[config.mk]
export PLATFORM = sky130hd
export DESIGN_NAME = instruction_fetch_unit_flat
export DESIGN_NICKNAME = d
export VERILOG_FILES = /design/src/rtl/ifu_pkg.sv /design/src/rtl/ifu_if.sv /design/src/rtl/ifu_fifo.sv /design/src/rtl/instruction_fetch_unit.sv /design/src/flat_wrapper.sv
export SDC_FILE = /design/constraint.sdc
export NUM_CORES = 1
export LEC_CHECK = 0
export BUFFER_PORTS_ARGS = -buffer_cell sky130_fd_sc_hd__buf_4
export CAP_MARGIN = 20
export CELL_PAD_IN_SITES_DETAIL_PLACEMENT = 0
export CELL_PAD_IN_SITES_GLOBAL_PLACEMENT = 2
export CORE_MARGIN = 1.5
export CORE_UTILIZATION = 37
export DETAILED_ROUTE_END_ITERATION = 12
export PLACE_DENSITY_LB_ADDON = 0.12
export SLEW_MARGIN = 20
export SYNTH_ARGS = -nofsm -noshare
export SYNTH_HDL_FRONTEND = slang
export SYNTH_SLANG_ARGS = --single-unit
export TNS_END_PERCENT = 50
[constraint.sdc]
create_clock -name clk -period 9 [get_ports clk]
set_input_delay 0.45 -clock clk [delete_from_list [all_inputs] [get_ports clk]]
set_output_delay 0.45 -clock clk [all_outputs]
set_load 0.05 [all_outputs]
[src/rtl/ifu_pkg.sv]
// Shared types and constants for the instruction fetch unit.
// A fetch_entry_t pairs a returned instruction word with the PC it was fetched from.
package ifu_pkg;
  localparam int INSTR_W = 32;
  localparam int PC_W    = 32;

  localparam logic [PC_W-1:0] PC_STEP          = 32'd4;
  localparam logic [PC_W-1:0] DEFAULT_RESET_PC = 32'h0000_0000;

  typedef struct packed {
    logic [PC_W-1:0]    pc;
    logic [INSTR_W-1:0] inst;
  } fetch_entry_t;

  function automatic logic [PC_W-1:0] word_align(input logic [PC_W-1:0] a);
    return {a[PC_W-1:2], 2'b00};
  endfunction
endpackage

[src/rtl/ifu_if.sv]
// Fetch unit bus: the imem request/response channel, the redirect input and the decode-side valid/ready port.
// The master modport is the fetch unit itself; the slave modport is the memory/decode environment.
interface ifu_if;
  import ifu_pkg::*;

  logic               imem_req;
  logic [PC_W-1:0]    imem_addr;
  logic               imem_gnt;
  logic               imem_rvalid;
  logic [INSTR_W-1:0] imem_rdata;
  logic               redirect;
  logic [PC_W-1:0]    redirect_pc;
  logic               inst_valid;
  logic               inst_ready;
  logic [INSTR_W-1:0] inst;
  logic [PC_W-1:0]    inst_pc;

  modport master (
    output imem_req, imem_addr, inst_valid, inst, inst_pc,
    input  imem_gnt, imem_rvalid, imem_rdata, redirect, redirect_pc, inst_ready
  );

  modport slave (
    input  imem_req, imem_addr, inst_valid, inst, inst_pc,
    output imem_gnt, imem_rvalid, imem_rdata, redirect, redirect_pc, inst_ready
  );
endinterface

[src/rtl/ifu_fifo.sv]
// First-word-fall-through buffer of fetched {pc, inst} entries.
// Head is read straight from storage; a push is visible at the head the following cycle.
module ifu_fifo import ifu_pkg::*; #(
  parameter int DEPTH = 4
) (
  input  logic                       clk,
  input  logic                       rst,
  input  logic                       i_push,
  input  fetch_entry_t               i_push_data,
  input  logic                       i_pop,
  input  logic                       i_flush,
  output logic [$clog2(DEPTH+1)-1:0] o_count,
  output fetch_entry_t               o_head,
  output logic                       o_empty
);
  localparam int AW = $clog2(DEPTH);
  localparam int CW = $clog2(DEPTH+1);

  fetch_entry_t  r_mem [DEPTH];
  logic [AW-1:0] r_wr_ptr;
  logic [AW-1:0] r_rd_ptr;
  logic [CW-1:0] r_count;

  // DEPTH is a power of two, so the pointers wrap naturally.
  always_ff @(posedge clk or posedge rst) begin
    if (rst) begin
      r_wr_ptr <= '0;
      r_rd_ptr <= '0;
      r_count  <= '0;
      for (int i = 0; i < DEPTH; i++) r_mem[i] <= '0;
    end else if (i_flush) begin
      r_wr_ptr <= '0;
      r_rd_ptr <= '0;
      r_count  <= '0;
    end else begin
      if (i_push) begin
        r_mem[r_wr_ptr] <= i_push_data;
        r_wr_ptr        <= r_wr_ptr + AW'(1);
      end
      if (i_pop) r_rd_ptr <= r_rd_ptr + AW'(1);
      case ({i_push, i_pop})
        2'b10:   r_count <= r_count + CW'(1);
        2'b01:   r_count <= r_count - CW'(1);
        default: r_count <= r_count;
      endcase
    end
  end

  assign o_count = r_count;
  assign o_head  = r_mem[r_rd_ptr];
  assign o_empty = (r_count == '0);

  a_no_overflow: assert property (@(posedge clk) disable iff (rst)
    !(i_push && !i_pop && !i_flush && r_count == CW'(DEPTH)));

  a_no_underflow: assert property (@(posedge clk) disable iff (rst)
    !(i_pop && !i_flush && r_count == '0));
endmodule

[src/rtl/instruction_fetch_unit.sv]
// Front-end fetch stage: owns the PC, issues credit-limited imem requests, buffers in-order responses,
// and on redirect flushes the buffer and discards every response still in flight.
module instruction_fetch_unit import ifu_pkg::*; #(
  parameter int              DEPTH    = 4,
  parameter int              MAX_OUT  = 2,
  parameter logic [PC_W-1:0] RESET_PC = DEFAULT_RESET_PC
) (
  input logic   clk,
  input logic   rst,
  ifu_if.master bus
);
  localparam int OW = $clog2(MAX_OUT+1);
  localparam int CW = $clog2(DEPTH+1);

  logic [PC_W-1:0] r_fetch_pc;
  logic [PC_W-1:0] r_resp_pc;
  logic [OW-1:0]   r_outstanding;
  logic [OW-1:0]   r_discard;

  logic [CW-1:0]   w_count;
  logic [CW:0]     w_inflight;
  fetch_entry_t    w_head;
  fetch_entry_t    w_push_data;
  logic            w_empty;
  logic            w_req;
  logic            w_accept;
  logic            w_rsp;
  logic            w_push;
  logic            w_inst_valid;
  logic            w_pop;
  logic [PC_W-1:0] w_redirect_pc;

  assign w_redirect_pc = word_align(bus.redirect_pc);

  // Credit: every outstanding request already owns a buffer slot, so the FIFO can never overflow.
  assign w_inflight = (CW+1)'(r_outstanding) + (CW+1)'(w_count);
  assign w_req      = !rst && !bus.redirect
                   && (r_outstanding < OW'(MAX_OUT))
                   && (w_inflight < (CW+1)'(DEPTH));
  assign w_accept   = w_req && bus.imem_gnt;

  // A response with nothing outstanding is a protocol error and is ignored.
  assign w_rsp        = bus.imem_rvalid && (r_outstanding != '0);
  assign w_push       = w_rsp && !bus.redirect && (r_discard == '0);
  assign w_inst_valid = !w_empty && !bus.redirect;
  assign w_pop        = w_inst_valid && bus.inst_ready;
  assign w_push_data  = '{pc: r_resp_pc, inst: bus.imem_rdata};

  always_ff @(posedge clk or posedge rst) begin
    if (rst) begin
      r_fetch_pc    <= RESET_PC;
      r_resp_pc     <= RESET_PC;
      r_outstanding <= '0;
      r_discard     <= '0;
    end else begin
      // Outstanding cannot overflow: accept only happens below MAX_OUT.
      r_outstanding <= r_outstanding + OW'(w_accept) - OW'(w_rsp);
      if (bus.redirect) begin
        r_fetch_pc <= w_redirect_pc;
        r_resp_pc  <= w_redirect_pc;
        r_discard  <= r_outstanding - OW'(w_rsp);
      end else begin
        if (w_accept) r_fetch_pc <= r_fetch_pc + PC_STEP;
        if (w_push)   r_resp_pc  <= r_resp_pc + PC_STEP;
        if (w_rsp && r_discard != '0) r_discard <= r_discard - OW'(1);
      end
    end
  end

  ifu_fifo #(.DEPTH(DEPTH)) u_fifo (
    .clk         (clk),
    .rst         (rst),
    .i_push      (w_push),
    .i_push_data (w_push_data),
    .i_pop       (w_pop),
    .i_flush     (bus.redirect),
    .o_count     (w_count),
    .o_head      (w_head),
    .o_empty     (w_empty)
  );

  assign bus.imem_req   = w_req;
  assign bus.imem_addr  = r_fetch_pc;
  assign bus.inst_valid = w_inst_valid;
  assign bus.inst       = w_head.inst;
  assign bus.inst_pc    = w_head.pc;

  a_req_hold: assert property (@(posedge clk) disable iff (rst)
    (w_req && !bus.imem_gnt) |=> (bus.redirect || (w_req && $stable(r_fetch_pc))));

  a_discard_bounded: assert property (@(posedge clk) disable iff (rst)
    r_discard <= r_outstanding);
endmodule
[src/flat_wrapper.sv]
// flat-port wrapper written by rule: the top's interface ports become plain ports
module instruction_fetch_unit_flat import ifu_pkg::*;
#(
  parameter int              DEPTH    = 4,
  parameter int              MAX_OUT  = 2,
  parameter logic [PC_W-1:0] RESET_PC = DEFAULT_RESET_PC
)
  (clk, rst, bus_imem_req, bus_imem_addr, bus_inst_valid, bus_inst, bus_inst_pc, bus_imem_gnt, bus_imem_rvalid, bus_imem_rdata, bus_redirect, bus_redirect_pc, bus_inst_ready);
  ifu_if bus_i ();
  input logic clk;
  input logic rst;
  output wire logic [$bits(bus_i.imem_req)-1:0] bus_imem_req;
  output wire logic [$bits(bus_i.imem_addr)-1:0] bus_imem_addr;
  output wire logic [$bits(bus_i.inst_valid)-1:0] bus_inst_valid;
  output wire logic [$bits(bus_i.inst)-1:0] bus_inst;
  output wire logic [$bits(bus_i.inst_pc)-1:0] bus_inst_pc;
  input wire logic [$bits(bus_i.imem_gnt)-1:0] bus_imem_gnt;
  input wire logic [$bits(bus_i.imem_rvalid)-1:0] bus_imem_rvalid;
  input wire logic [$bits(bus_i.imem_rdata)-1:0] bus_imem_rdata;
  input wire logic [$bits(bus_i.redirect)-1:0] bus_redirect;
  input wire logic [$bits(bus_i.redirect_pc)-1:0] bus_redirect_pc;
  input wire logic [$bits(bus_i.inst_ready)-1:0] bus_inst_ready;
  assign bus_imem_req = bus_i.imem_req;
  assign bus_imem_addr = bus_i.imem_addr;
  assign bus_inst_valid = bus_i.inst_valid;
  assign bus_inst = bus_i.inst;
  assign bus_inst_pc = bus_i.inst_pc;
  assign bus_i.imem_gnt = bus_imem_gnt;
  assign bus_i.imem_rvalid = bus_imem_rvalid;
  assign bus_i.imem_rdata = bus_imem_rdata;
  assign bus_i.redirect = bus_redirect;
  assign bus_i.redirect_pc = bus_redirect_pc;
  assign bus_i.inst_ready = bus_inst_ready;
  instruction_fetch_unit #(.DEPTH(DEPTH), .MAX_OUT(MAX_OUT), .RESET_PC(RESET_PC)) u_core (.clk(clk), .rst(rst), .bus(bus_i));
endmodule
==> results of run 1 <==
final cells by class:
cell class / instances / area, µm² / area share
sequential: 319 / 7990 / 0.451
multi-input combinational: 663 / 6430 / 0.363
timing repair buffer: 174 / 1320 / 0.0744
clock buffer: 60 / 1180 / 0.0665
tap: 525 / 657 / 0.0371
clock inverter: 6 / 80.1 / 0.00452
inverter: 16 / 63.8 / 0.00360
through the flow:
step | cells | hold WS, ps | worst slack (ps) | cell area [µm²] | total power [mW]
after floorplan | 1073 | 475 | 4300 | 14800 | 3.46
after global placement | 1697 | 484 | 5610 | 16500 | 4.01
after detailed placement | 1697 | 490 | 5580 | 16500 | 4.03
after CTS | 1763 | 49.7 | 5580 | 17700 | 5.60
after global routing | 1763 | 85.7 | 5500 | 17700 | 5.78
final | 1763 | 48.3 | 5700 | 17700 | 5.51
how the worst max path moves through the flow:
stage                                   start                       end  slack (ps)  depth (start not counted)
finish              u_core.u_fifo.r_rd_ptr[1]           bus_inst_pc[18]        5700                          3
global route        u_core.u_fifo.r_rd_ptr[1]           bus_inst_pc[18]        5500                          3
CTS                 u_core.u_fifo.r_rd_ptr[1]           bus_inst_pc[18]        5580                          3
detailed placement               bus_redirect  u_core.u_fifo.r_mem[140]        5580                          6
global placement                 bus_redirect  u_core.u_fifo.r_mem[130]        5610                          6
floorplan                                 rst  u_core.bus.imem_addr[10]        4300                          1
power by group through the flow:
stage	clock network [mW]	registers [mW]	logic (mW)
detailed placement	0	2.01	2.02
finish	1.54	1.99	1.98
global route	1.64	2.04	2.10
CTS	1.59	1.99	2.02
global placement	0	2.01	2.00
floorplan	0	1.97	1.49
placed cells by master, fill, tap and decap left out, types with 4 or more instances in the layout:
master	instances
nand4_1	21
clkinv_2	4
a31oi_1	6
clkbuf_8	8
and3_2	4
nand3b_1	4
and4_1	5
inv_1	15
conb_1	4
o21ai_0	43
a21oi_1	6
nand3_1	38
o311ai_0	4
o211ai_1	13
nor3_1	8
xor2_1	23
clkbuf_16	41
nor2_1	23
buf_4	173
and3_1	10
or4_1	4
dfrtp_1	317
mux4_2	62
clkbuf_1	11
mux2_2	254
nand2_1	62
xnor2_1	13
ha_1	10
cell families (layout without fill, tap and decap cells):
group / Yosys count / in the layout / synth area share
simple gates: 201 / 201 / 0.0731
compound gates: 92 / 92 / 0.0393
other cells: 1 / 4 / 0.000254
mux: 319 / 319 / 0.290
fa+ha+maj: 11 / 11 / 0.00982
xor+xnor: 36 / 36 / 0.0213
flops: 319 / 319 / 0.540
buf+inv: 91 / 256 / 0.0264
layer usage:
metal | wire length [µm] | up-vias | part of all wire | track usage
met4 | 602 | 0 | 0.017 | 0.0423
met1 | 17500 | 4806 | 0.49 | 0.260
met3 | 1410 | 45 | 0.039 | 0.0276
met5 | 0 | - | 0 | 0
met2 | 16400 | 180 | 0.46 | 0.279
li1 | - | 4213 | - | -
state kept, by name (all words and copies together) (netlist names):
signal	flops
u_core.u_fifo.r_mem	248
u_core.bus.imem_addr	30
u_core.r_resp_pc	30
u_core.u_fifo.o_count	3
u_core.r_discard	2
u_core.r_outstanding	2
u_core.u_fifo.r_rd_ptr	2
u_core.u_fifo.r_wr_ptr	2
==> impl_metrics.yaml, run 1 <==
pwr:
  switchingPower_mw: 2.00
  swShare: 0.362
  power_frac_seq: 0.361
  p_leak_nw: 7.99
  combPwrFrac: 0.360
  power.share.clock: 0.279
  power.density_nw_per_um2: 311
  internal_power_mw: 3.51
  peakVddDrop_mv: 0.116
timing:
  finalClockSkew_ps: 17.6
  max_slew.worst_pin.slew_ps: 1090
  slew_violations: 0
  finalSetupTns_ps: 0
  max_freq_mhz: 303
  hold_violations: 0
  slew_headroom: 0.262
  fin_crit_ps: 3300
  finalCritPeriodShare: 0.366
  rsz0062_at_grt: "false"
  setup_viol: 0
logic_synthesis:
  syn_area_um2: 14800
  synth_most_common_cell: "dfrtp_1"
  yosys.area.top_type: "dfrtp_1"
  ys_warn_count: 0
  synthTopCellsByCount: "dfrtp_1 (319), mux2_2 (254), mux4_2 (62), nand2_1 (62), o21ai_0 (43)"
  ys_seq_area_frac: 0.540
  async_reset_ff_frac: 1.00
  synthTopCellsByArea: "dfrtp_1 (54%), mux2_2 (19%), mux4_2 (9.4%)"
  syn_area_per_cell_um2: 13.8
  synth_top_area_share: 0.540
  synth_edf_count: 0
  synth_cell_types: 54
  synth_top_flop_cell: "dfrtp_1"
  synth_seq_cells: 319
  syn_inst: 1070
routing:
  wl_per_cell_um: 20.4
  first_pass_iters: 4
  drtIter0Drc: 378
  viasPerCell: 5.24
  drtAntennaViolNets: 0
  num_vias: 9244
  drc: 0
  totalWireLength_mm: 35.9
floorplanning:
  dieWidth_um: 203
  io_pins: 168
  die_y_um: 203
  core-area_um2: 39500
  rows: 73
  die-area_um2: 41200
  initial_core_util: 0.374
cts:
  cts.sinks: 319
  htree_levels: 2
  worstSkewPairLatency_ps: 520
  cts-resized-gates: 0
  cts_buffers: 39
  ctsHoldBuffers: 0
  clk_path_buf_depth: 3
  cts-root-buf: "clkbuf_16"
  post-cts-setup-buffers: 0
  clkSlewWorstSetupHoldPaths_ps: 60
  cts_tree: "built"
finish:
  drive_above_1_share: 0.453
  syn_to_final_growth_pct: 19.8
  nFillCells: 3608
  diodes: 0
  nets: 1294
  final_util: 0.448
critical_path:
  cpPeakStageDelay_ps: 750
  worstSetupStartpointType: "flip-flop"
  worstPathArrival_ps: 2850
  reg2reg_to: "u_core.u_fifo.r_mem[140]"
  critPathSlowestCell: "dfrtp_4"
  path_max_fanout: 40
  crit_required_ps: 8550
  cp_top_family: "buffers and inverters"
  crit_buf_inv: 2
  worst-setup-path-type: "flip-flop to output pin"
  reg2reg_slack_ps: 5740
  r2r.worst_path.cells: 6
  worstPathCellList: "buf_4, mux4_2, buf_4"
  regToRegStartpoint: "u_core.r_discard[0]"
  crit_top_cell: "buf_4"
  endpoint_kind: "output pin"
global_routing:
  grt_pass1_vias: 9718
  grt_max_degree: 180
  track_usage: 0.178
  antenna_found_initial: 0
  grt_pass1_wl_mm: 57.3
  grt_overflow_total: 0
placed_design:
  dp_hpwl_mm: 22.1
  port_buffers: 161
  gp_congestion: 0.715
status:
  status: "completed"
run:
  drv_cap: 0
hold_path:
  hold_class: "primary input to async pin"
(Power assumes the default switching activity.)
==> run 2, diff against run 1 <==
- CORE_UTILIZATION: 37 -> 40
- clock period: 9 -> 3.1 ns (I/O delays scaled with it)
==> run 2 against run 1 <==
Compared with the run above:
- largest cell class unchanged
- sequential share of layout area shrank 2.0 points
- first-iteration DRC count is 5.0% higher
- final area up 4.6%
- critical path depth is 3 higher
- sequential power grew to 2.9 times the previous value
- highest routed layer unchanged
==> impl_metrics.yaml, run 2 (synthesized netlist as in run 1, its figures left out) <==
status:
  status: "completed"
finish:
  syn_to_final_growth_pct: 25.3
  nFillCells: 3190
  top_register: "u_core.u_fifo.r_mem"
  final_cell_mix: "dfrtp_1 (317), mux2_2 (254), buf_4 (180)"
  diodes: 0
  regArea_um2: 7990
  multiInputGateArea_um2: 6430
  largest_reg_flops: 248
  nets: 1375
  final_common_cell: "dfrtp_1"
  drive_above_1_share: 0.439
timing:
  max_freq_mhz: 403
  slew_violations: 0
  rsz0062_at_grt: "false"
  hold_violations: 0
  setup_viol: 0
  fin_ws_ps: 619
  finalCritPeriodShare: 0.800
  max_slew.worst_pin.slew_ps: 844
  finalSetupTns_ps: 0
  finalClockSkew_ps: 16.3
  fin_crit_ps: 2480
  slew_headroom: 0.436
pwr:
  internal_power_mw: 10.2
  switchingPower_mw: 5.80
  power_frac_seq: 0.359
  p_leak_nw: 8.37
  combPwrFrac: 0.369
  power.density_nw_per_um2: 865
  peakVddDrop_mv: 0.413
  swShare: 0.362
  power.share.clock: 0.272
  totalPowerFinal_mw: 16.0
routing:
  totalWireLength_mm: 35.5
  drc: 0
  first_pass_iters: 6
  num_vias: 9579
  drtAntennaViolNets: 0
  viasPerCell: 5.36
  wl_per_cell_um: 19.8
  drtIter0Drc: 397
critical_path:
  worstSetupStartpointType: "flip-flop"
  endpoint_kind: "flip-flop"
  worstPathArrival_ps: 2870
  r2r.worst_path.cells: 6
  path_max_fanout: 38
  reg2reg_to: "u_core.u_fifo.r_mem[117]"
  reg2reg_slack_ps: 620
  worst-setup-path-type: "flip-flop to flip-flop"
  crit_required_ps: 3490
  regToRegStartpoint: "u_core.r_discard[0]"
placed_design:
  pre_cts_ws_ps: 558
  gp_congestion: 0.750
  port_buffers: 161
  dp_hpwl_mm: 22.4
cts:
  cts.sinks: 319
  htree_levels: 2
  cts_tree: "built"
  cts-root-buf: "clkbuf_16"
  clkSlewWorstSetupHoldPaths_ps: 50
  worstSkewPairLatency_ps: 520
  clk_path_buf_depth: 3
  post-cts-setup-buffers: 0
  cts_buffers: 38
floorplanning:
  die-area_um2: 38100
  initial_core_util: 0.405
  io_pins: 168
  die_y_um: 195
  core-area_um2: 36500
  rows: 70
  dieWidth_um: 195
hold_path:
  hold_class: "primary input to flip-flop"
  hold_depth: 4
  min_to: "u_core.r_discard[0]"
  hold_start: "bus_imem_rvalid"
global_routing:
  track_usage: 0.192
  grt_pass1_wl_mm: 57.9
  grt_overflow_total: 0
  grt_pass1_vias: 10100
  grt_max_degree: 68
  antenna_found_initial: 0
run:
  drv_cap: 0
run 2: cell types whose count changed in the layout (fill, tap and decap cells not counted), sizes merged:
cell         before  now
bufinv            2    1
clkbuf           60   58
dlygate4sd3       0   65
clkinvlp          1    2
buf             174  191
clkinv            4    5
run 2: how the worst max path moves through the flow:
stage | end | startpoint
after global routing | u_core.u_fifo.o_count[2] | u_core.r_discard[0]
after CTS | bus_inst[26] | u_core.u_fifo.r_rd_ptr[1]
final | u_core.u_fifo.r_mem[117] | u_core.r_discard[0]
after global placement | u_core.u_fifo.r_mem[119] | u_core.r_discard[0]
after floorplan | u_core.bus.imem_addr[10] | rst
after detailed placement | u_core.u_fifo.r_mem[115] | u_core.r_discard[0]
run 2: area by class of cell:
class,instances,area share
clock buffers,58,0.0631
clock inverters,7,0.00358
inverters,16,0.00344
multi-input cells,663,0.347
flip-flops and latches,319,0.431
well taps,468,0.0316
repair buffers,256,0.120
run 2: metal layers:
metal	vias to the layer above	GRT usage	wire length, µm
met5	-	0	0
met4	0	0.0431	543
met3	40	0.0283	1390
met2	185	0.305	16400
met1	4956	0.279	17100
li1	4398	-	-
run 2: stage by stage:
stage | instance area (µm²) | std cells | util | hold WS [ps]
2_1_floorplan | 14800 | 1073 | - | 272
3_3_place_gp | 16600 | 1657 | 0.456 | 378
3_5_place_dp | 16600 | 1657 | 0.456 | 381
4_1_cts | 18500 | 1787 | 0.507 | 144
5_1_grt | 18500 | 1787 | 0.507 | 198
6_report | 18500 | 1787 | 0.507 | 156
run 2: worst max-delay path: stages (launching register included):
cell,delay [ps]
dfrtp_1,360
inv_1,80
ha_1,210
o211a_1,480
and3_2,510
buf_12,320
mux2_2,370
run 2: power by group through the flow:
stage,clock network (mW),logic [mW],registers [mW]
finish,4.36,5.91,5.75
CTS,4.50,6.00,5.75
detailed placement,0,5.93,5.82
global placement,0,5.87,5.79
global route,4.69,6.24,5.90
floorplan,0,4.34,5.70
run 2: what timing repair did:
item,4_1_cts,5_1_grt
resized for setup,0,0
hold endpoints to repair,212,0
hold buffers,65,0
